==> src/rtl/rgb565_to_gray.sv <==
// RGB565 to 8-bit BT.601 luma with 3-clk latency, sync delay, pixel/line position
// tracking, per-frame gray min/max and a sticky per-frame short/long line flag.
module rgb565_to_gray #(
    parameter int H_ACTIVE = 640,
    parameter int V_ACTIVE = 480
) (
    input  logic        clk,
    input  logic        rst,
    input  logic        cmos_frame_vsync,
    input  logic        cmos_frame_href,
    input  logic        cmos_frame_valid,
    input  logic [15:0] cmos_frame_data,
    output logic        gray_vsync,
    output logic        gray_href,
    output logic        gray_valid,
    output logic [7:0]  cmos_frame_Gray,
    output logic [10:0] gray_x,
    output logic [9:0]  gray_y,
    output logic        frame_done,
    output logic [7:0]  gray_min,
    output logic [7:0]  gray_max,
    output logic        line_err
);

    localparam logic [10:0] X_EXPECT = 11'(H_ACTIVE);
    localparam logic [10:0] X_SAT    = 11'h7FF;
    localparam logic [9:0]  Y_SAT    = 10'h3FF;

    generate
        if ((H_ACTIVE < 1) || (H_ACTIVE > 2047) || (V_ACTIVE < 1) || (V_ACTIVE > 1023)) begin : g_param_check
            $error("rgb565_to_gray: H_ACTIVE/V_ACTIVE outside the range of gray_x/gray_y");
        end
    endgenerate

    // Channel expansion by bit replication so full-scale inputs map to 255.
    logic [7:0] w_r8;
    logic [7:0] w_g8;
    logic [7:0] w_b8;

    assign w_r8 = {cmos_frame_data[15:11], cmos_frame_data[15:13]};
    assign w_g8 = {cmos_frame_data[10:5],  cmos_frame_data[10:9]};
    assign w_b8 = {cmos_frame_data[4:0],   cmos_frame_data[4:2]};

    logic [15:0] r_pr;
    logic [15:0] r_pg;
    logic [15:0] r_pb;
    logic [15:0] r_sum;
    logic [7:0]  r_gray;

    always_ff @(posedge clk or posedge rst) begin
        if (rst) begin
            r_pr   <= '0;
            r_pg   <= '0;
            r_pb   <= '0;
            r_sum  <= '0;
            r_gray <= '0;
        end else begin
            r_pr   <= {8'd0, w_r8} * 16'd77;
            r_pg   <= {8'd0, w_g8} * 16'd150;
            r_pb   <= {8'd0, w_b8} * 16'd29;
            r_sum  <= r_pr + r_pg + r_pb;
            r_gray <= 8'(r_sum >> 8);
        end
    end

    logic [2:0] r_vs_pipe;
    logic [2:0] r_hr_pipe;
    logic [2:0] r_va_pipe;

    always_ff @(posedge clk or posedge rst) begin
        if (rst) begin
            r_vs_pipe <= '0;
            r_hr_pipe <= '0;
            r_va_pipe <= '0;
        end else begin
            r_vs_pipe <= {r_vs_pipe[1:0], cmos_frame_vsync};
            r_hr_pipe <= {r_hr_pipe[1:0], cmos_frame_href};
            r_va_pipe <= {r_va_pipe[1:0], cmos_frame_valid};
        end
    end

    assign gray_vsync      = r_vs_pipe[2];
    assign gray_href       = r_hr_pipe[2];
    assign gray_valid      = r_va_pipe[2];
    assign cmos_frame_Gray = r_gray;

    logic r_vs_prev;
    logic r_hr_prev;
    logic w_vs_rise;
    logic w_hr_fall;
    logic w_line_end;
    logic w_line_bad;
    logic w_midline;
    logic w_pix;

    always_ff @(posedge clk or posedge rst) begin
        if (rst) begin
            r_vs_prev <= 1'b0;
            r_hr_prev <= 1'b0;
        end else begin
            r_vs_prev <= gray_vsync;
            r_hr_prev <= gray_href;
        end
    end

    // A line only counts if it ended inside the frame; a line cut by vsync is
    // dropped and its trailing href fall (during blanking) is ignored.
    assign w_vs_rise  = gray_vsync & ~r_vs_prev;
    assign w_hr_fall  = r_hr_prev & ~gray_href;
    assign w_line_end = w_hr_fall & ~r_vs_prev;
    assign w_pix      = gray_valid & gray_href;
    assign w_midline  = w_vs_rise & gray_href;

    logic [10:0] r_x;
    logic [9:0]  r_y;

    assign w_line_bad = w_line_end & (r_x != X_EXPECT);

    always_ff @(posedge clk or posedge rst) begin
        if (rst) begin
            r_x <= '0;
        end else if (w_hr_fall || w_vs_rise) begin
            r_x <= '0;
        end else if (w_pix && (r_x != X_SAT)) begin
            r_x <= r_x + 11'd1;
        end
    end

    always_ff @(posedge clk or posedge rst) begin
        if (rst) begin
            r_y <= '0;
        end else if (w_vs_rise) begin
            r_y <= '0;
        end else if (w_line_end && (r_y != Y_SAT)) begin
            r_y <= r_y + 10'd1;
        end
    end

    assign gray_x = r_x;
    assign gray_y = r_y;

    logic [7:0] r_run_min;
    logic [7:0] r_run_max;
    logic [7:0] r_min;
    logic [7:0] r_max;
    logic [7:0] w_fold_min;
    logic [7:0] w_fold_max;

    // Running extremes including the pixel on the output this clk, so a final
    // pixel coinciding with the vsync rise still lands in its own frame.
    assign w_fold_min = (gray_valid && (r_gray < r_run_min)) ? r_gray : r_run_min;
    assign w_fold_max = (gray_valid && (r_gray > r_run_max)) ? r_gray : r_run_max;

    always_ff @(posedge clk or posedge rst) begin
        if (rst) begin
            r_run_min <= 8'hFF;
            r_run_max <= 8'h00;
            r_min     <= 8'hFF;
            r_max     <= 8'h00;
        end else if (w_vs_rise) begin
            r_min     <= w_fold_min;
            r_max     <= w_fold_max;
            r_run_min <= 8'hFF;
            r_run_max <= 8'h00;
        end else if (gray_valid) begin
            r_run_min <= w_fold_min;
            r_run_max <= w_fold_max;
        end
    end

    assign gray_min = r_min;
    assign gray_max = r_max;

    logic r_frame_done;
    logic r_line_err;

    // frame_done follows the vsync rise by one clk so stats are already latched
    // while it is high; line_err still shows the finished frame during that clk.
    always_ff @(posedge clk or posedge rst) begin
        if (rst) begin
            r_frame_done <= 1'b0;
            r_line_err   <= 1'b0;
        end else begin
            r_frame_done <= w_vs_rise;
            if (r_frame_done) begin
                r_line_err <= 1'b0;
            end else if (w_line_bad || w_midline) begin
                r_line_err <= 1'b1;
            end
        end
    end

    assign frame_done = r_frame_done;
    assign line_err   = r_line_err;

endmodule

==> config.mk <==
export PLATFORM = sky130hd
export DESIGN_NAME = rgb565_to_gray
export DESIGN_NICKNAME = d
export VERILOG_FILES = /design/src/rtl/rgb565_to_gray.sv
export SDC_FILE = /design/constraint.sdc
export NUM_CORES = 1
export LEC_CHECK = 0
export BUFFER_PORTS_ARGS = -buffer_cell sky130_fd_sc_hd__clkbuf_2
export CORE_ASPECT_RATIO = 0.9
export CORE_MARGIN = 3
export CORE_UTILIZATION = 50
export DETAILED_ROUTE_END_ITERATION = 7
export MAX_ROUTING_LAYER = met4
export PLACE_DENSITY = 0.81
export SLEW_MARGIN = 40
export SYNTH_ARGS = -nofsm -noshare
export SYNTH_HDL_FRONTEND = slang
export SYNTH_SLANG_ARGS = --single-unit
==> constraint.sdc <==
create_clock -name clk -period 4.3 [get_ports clk]
set_input_delay 0.86 -clock clk [delete_from_list [all_inputs] [get_ports clk]]
set_output_delay 0.86 -clock clk [all_outputs]
set_load 0.01 [all_outputs]
==> qor.txt <==
maximum number of pins on one net before global-route repair = 69
number of filler instances in the final layout = 1253
max-slew violation count = 0
average via count per standard cell = 5.32
Fmax = 259 MHz
final setup skew = 9.20 ps
Critical Path RT = 4630 ps
status = finished, final reports clean
count of nets left with antenna violations after detail routing = 0
endpoint type of the worst setup path = flip-flop
initial core utilization = 51.7%
grt total ovfl = 0
x dimension of the die = 140 um
critical path class = primary input to flip-flop
Post-CTS Resized = 0
y dimension of the die = 126 um
clock buffer count from CTS = 17
GR Util met3 = 5.16%
leakage power summed over all cells = 4.60 nW
global-route track usage on met2 = 30.3%
clock tree from TritonCTS = built
count of yosys warnings during synthesis = 0
relative area change from synthesis to final layout = 14.8%
CP Data Arrival Time = 4190 ps
Cells on Worst Hold Path = 0
length of the first detailed-routing pass in iterations = 5
Cells after Synth = 762
initial antenna violation count = 0
net count of the mapped netlist = 949
number of enable-type register cells in the synthesized netlist = 0
Final period util = 89.8%
power per cell area = 669 mW/mm2
startpoint of the most critical register-to-register path = r_pg[3]$_DFF_PP0_
routing layer with the top usage in global route = met2
post-route core utilization = 59.3%
Final Worst Setup Slack = 440 ps
startpoint class of the critical path = primary input
number of different library cells in the post-synthesis netlist = 54
All-Layer GR Usage = 18.7%
Clk Latency, worst-skew pair = 410 ps
average size of a mapped cell = 10.6 um2
worst min-delay path endpoint = r_va_pipe[2]$_DFF_PP0_
clock period minus final worst setup slack = 3860 ps
proportion of layout cells with a drive suffix above 1 = 15.1%
reg2reg setup slack = 1500 ps
met1 track demand over resource in global routing = 23.6%
# DRC = 0
worst min path class = flip-flop to flip-flop
Peak VDD IR = 0.466 mV
setup slack at placement = -17.4 ps
maximum clock path buffer count = 2
share of async-settable or async-resettable flops after synthesis = 100%
top_reg_cell synth = sky130_fd_sc_hd__dfrtp_1
clock input transition at the sequential cells of the worst setup and hold paths = 50 ps
final design instance area without fill = 0.00926 mm2
Placeable Area = 0.0156 mm2
clock root buffer = sky130_fd_sc_hd__clkbuf_16
instance area after placement = 0.00868 mm2
share of the yosys chip area belonging to registers = 39.1%
ant diodes = 0
buffer count from post-CTS setup fixing = 0
IO Count = 71
cell with the most instances on the worst path = sky130_fd_sc_hd__ha_1
cell at the slowest stage of the critical path = sky130_fd_sc_hd__fa_1
setup repair after global routing missed its margin = false
GP Congestion = 0.876
R2R depth = 10
Total Wirelength = 15300 um
Max Cap Violations = 0
flip-flop and latch count after synthesis = 125
vias post-DR = 5652
Final #Nets = 1035
first-pass GRT wire length = 26500 um
input/output buffers = 70
Setup TNS = 0 ps
largest fanout of any net on the critical path = 4
max incr delay on CP = 520 ps
Sinks on Clock Net = 125
number of setup violations in the final report = 0
dpl hpwl = 11600 um
number of buffers inserted for hold repair after clock tree synthesis = 0
die footprint = 0.0177 mm2
iteration-0 DRC count of the detailed router = 241
number of global-route vias before repair = 5614
CP cell instances = clkbuf_2 -> ha_1 -> ha_1 -> inv_1 -> fa_1 -> fa_1 -> inv_1 -> ha_1 -> o21a_1 -> o21ai_0 -> a21oi_1 -> o31a_1 -> o31ai_1 -> a21boi_0
slew at the pin closest to its max-slew limit = 699 ps
average wire length per cell after detail routing = 14.4 um
r2r endpoint = r_sum[15]$_DFF_PP0_
Slew Limit Headroom = 53.4%
start point of the worst min-delay path = r_va_pipe[1]$_DFF_PP0_
Clock H-tree levels = 4
row count = 43
summed instance area of the synthesized netlist = 0.00806 mm2
number of hold-slack violations in the final timing report = 0
sequential cells by signal, indices dropped and copies added, names as in the netlist:
signal,count
gray_x,11
r_run_max,8
r_hr_prev,1
r_hr_pipe,3
line_err,1
r_vs_prev,1
gray_max,8
frame_done,1
r_sum,8
r_run_min,8
r_va_pipe,3
r_vs_pipe,3
gray_min,8
r_pr,15
r_pb,13
gray_y,10
cmos_frame_Gray,8
r_pg,15
routing by layer:
metal / wire (um) / vias up
met2: 7470 / 125
met3: 702 / 18
li1: - / 2815
met5: 0 / -
met4: 159 / 0
met1: 6940 / 2694
how the worst max path moves through the flow:
| stage | start | endpoint | slack [ps] | cells past startpoint |
|---|---|---|---|---|
| global route | cmos_frame_data[7] | r_pg[13]$_DFF_PP0_ | 150 | 14 |
| global placement | cmos_frame_data[7] | r_pg[13]$_DFF_PP0_ | 170 | 14 |
| floorplan | rst | cmos_frame_Gray[0]$_DFF_PP0_ | 140 | 1 |
| CTS | cmos_frame_data[7] | r_pg[13]$_DFF_PP0_ | 440 | 14 |
| detailed placement | cmos_frame_data[7] | r_pg[13]$_DFF_PP0_ | -20 | 14 |
| finish | cmos_frame_data[7] | r_pg[13]$_DFF_PP0_ | 440 | 14 |
Yosys cell counts, drive strengths merged, types with 3 or more instances:
cell	instances	area (um2)
ha	129	1610
dfrtp	109	2730
inv	88	330
nor2	65	244
o21ai	43	215
fa	37	741
a21oi	35	175
nand3	34	170
xnor2	28	245
nand2	22	82.6
a31oi	19	119
dfstp	16	420
nor3	13	65.1
o21a	12	90.1
xor2	12	105
a21o	11	82.6
nand4	10	62.6
nor2b	10	62.6
clkbuf	8	30.0
nand2b	7	43.8
or3	6	37.5
and3	4	25.0
a211oi	3	22.5
a21boi	3	22.5
o31ai	3	22.5
per-stage QoR:
stage,hold slack (ps),total power [mW],std cells
6_report,346,6.19,1063
5_1_grt,350,6.75,1063
4_1_cts,347,6.23,1063
3_5_place_dp,335,4.82,1031
3_3_place_gp,332,4.69,1031
2_1_floorplan,331,4.10,762
layout by cell type, fill, tap and decap left out, types with 4 or more instances in the layout:
cell type                    netlist  routed
sky130_fd_sc_hd__ha_1            129     129
sky130_fd_sc_hd__inv_1            88      87
sky130_fd_sc_hd__or3_1             6       6
sky130_fd_sc_hd__a21o_1           11      11
sky130_fd_sc_hd__nor2_1           65      65
sky130_fd_sc_hd__nand3_1          34      34
sky130_fd_sc_hd__clkinv_4          0       4
sky130_fd_sc_hd__a31oi_1          19      19
sky130_fd_sc_hd__clkbuf_16         0      17
sky130_fd_sc_hd__a21oi_1          35      35
sky130_fd_sc_hd__dfrtp_1         109     109
sky130_fd_sc_hd__nor3_1           13      13
sky130_fd_sc_hd__nand2b_1          7       7
sky130_fd_sc_hd__nand4_1          10      10
sky130_fd_sc_hd__o21a_1           12      12
sky130_fd_sc_hd__clkbuf_2          0      70
sky130_fd_sc_hd__fa_1             37      37
sky130_fd_sc_hd__o21ai_0          42      42
sky130_fd_sc_hd__clkinvlp_4        0       4
sky130_fd_sc_hd__xor2_1           12      12
sky130_fd_sc_hd__dfstp_2          16      16
sky130_fd_sc_hd__xnor2_1          28      28
sky130_fd_sc_hd__nor2b_1          10      10
sky130_fd_sc_hd__buf_4             0       6
sky130_fd_sc_hd__and3_1            4       4
sky130_fd_sc_hd__nand2_1          22      22
power breakdown:
group,internal [mW],switching (mW),leakage (nW),total [mW]
sequential,1.63,0.240,1.50,1.87
clock,0.827,0.512,0.269,1.34
combinational,1.33,1.66,2.83,2.99
final cells by class:
class	instances	area (um2)	share of cell area (%)
sequential	125	3150	34.0
inverter	89	337	3.64
multi-input combinational	538	4530	49.0
tap	202	253	2.73
timing repair buffer	77	415	4.49
clock inverter	12	114	1.23
clock buffer	20	457	4.93
kinds of logic after synthesis:
family          count (synthesis)  share of synthesized area [%]
buf+inv                        99                           4.70
xor+xnor                       40                           4.35
fa+ha+maj                     166                           29.2
mux                             2                          0.248
compound gates                145                           11.2
flops                         125                           39.1
simple gates                  185                           11.2
worst max-delay path: cells and delay by family:
family,cells,cell delay (ps)
compound gates,6,1170
fa+ha+maj,5,1920
buf+inv,3,220
No activity file was read; power rests on OpenSTA's default activity.
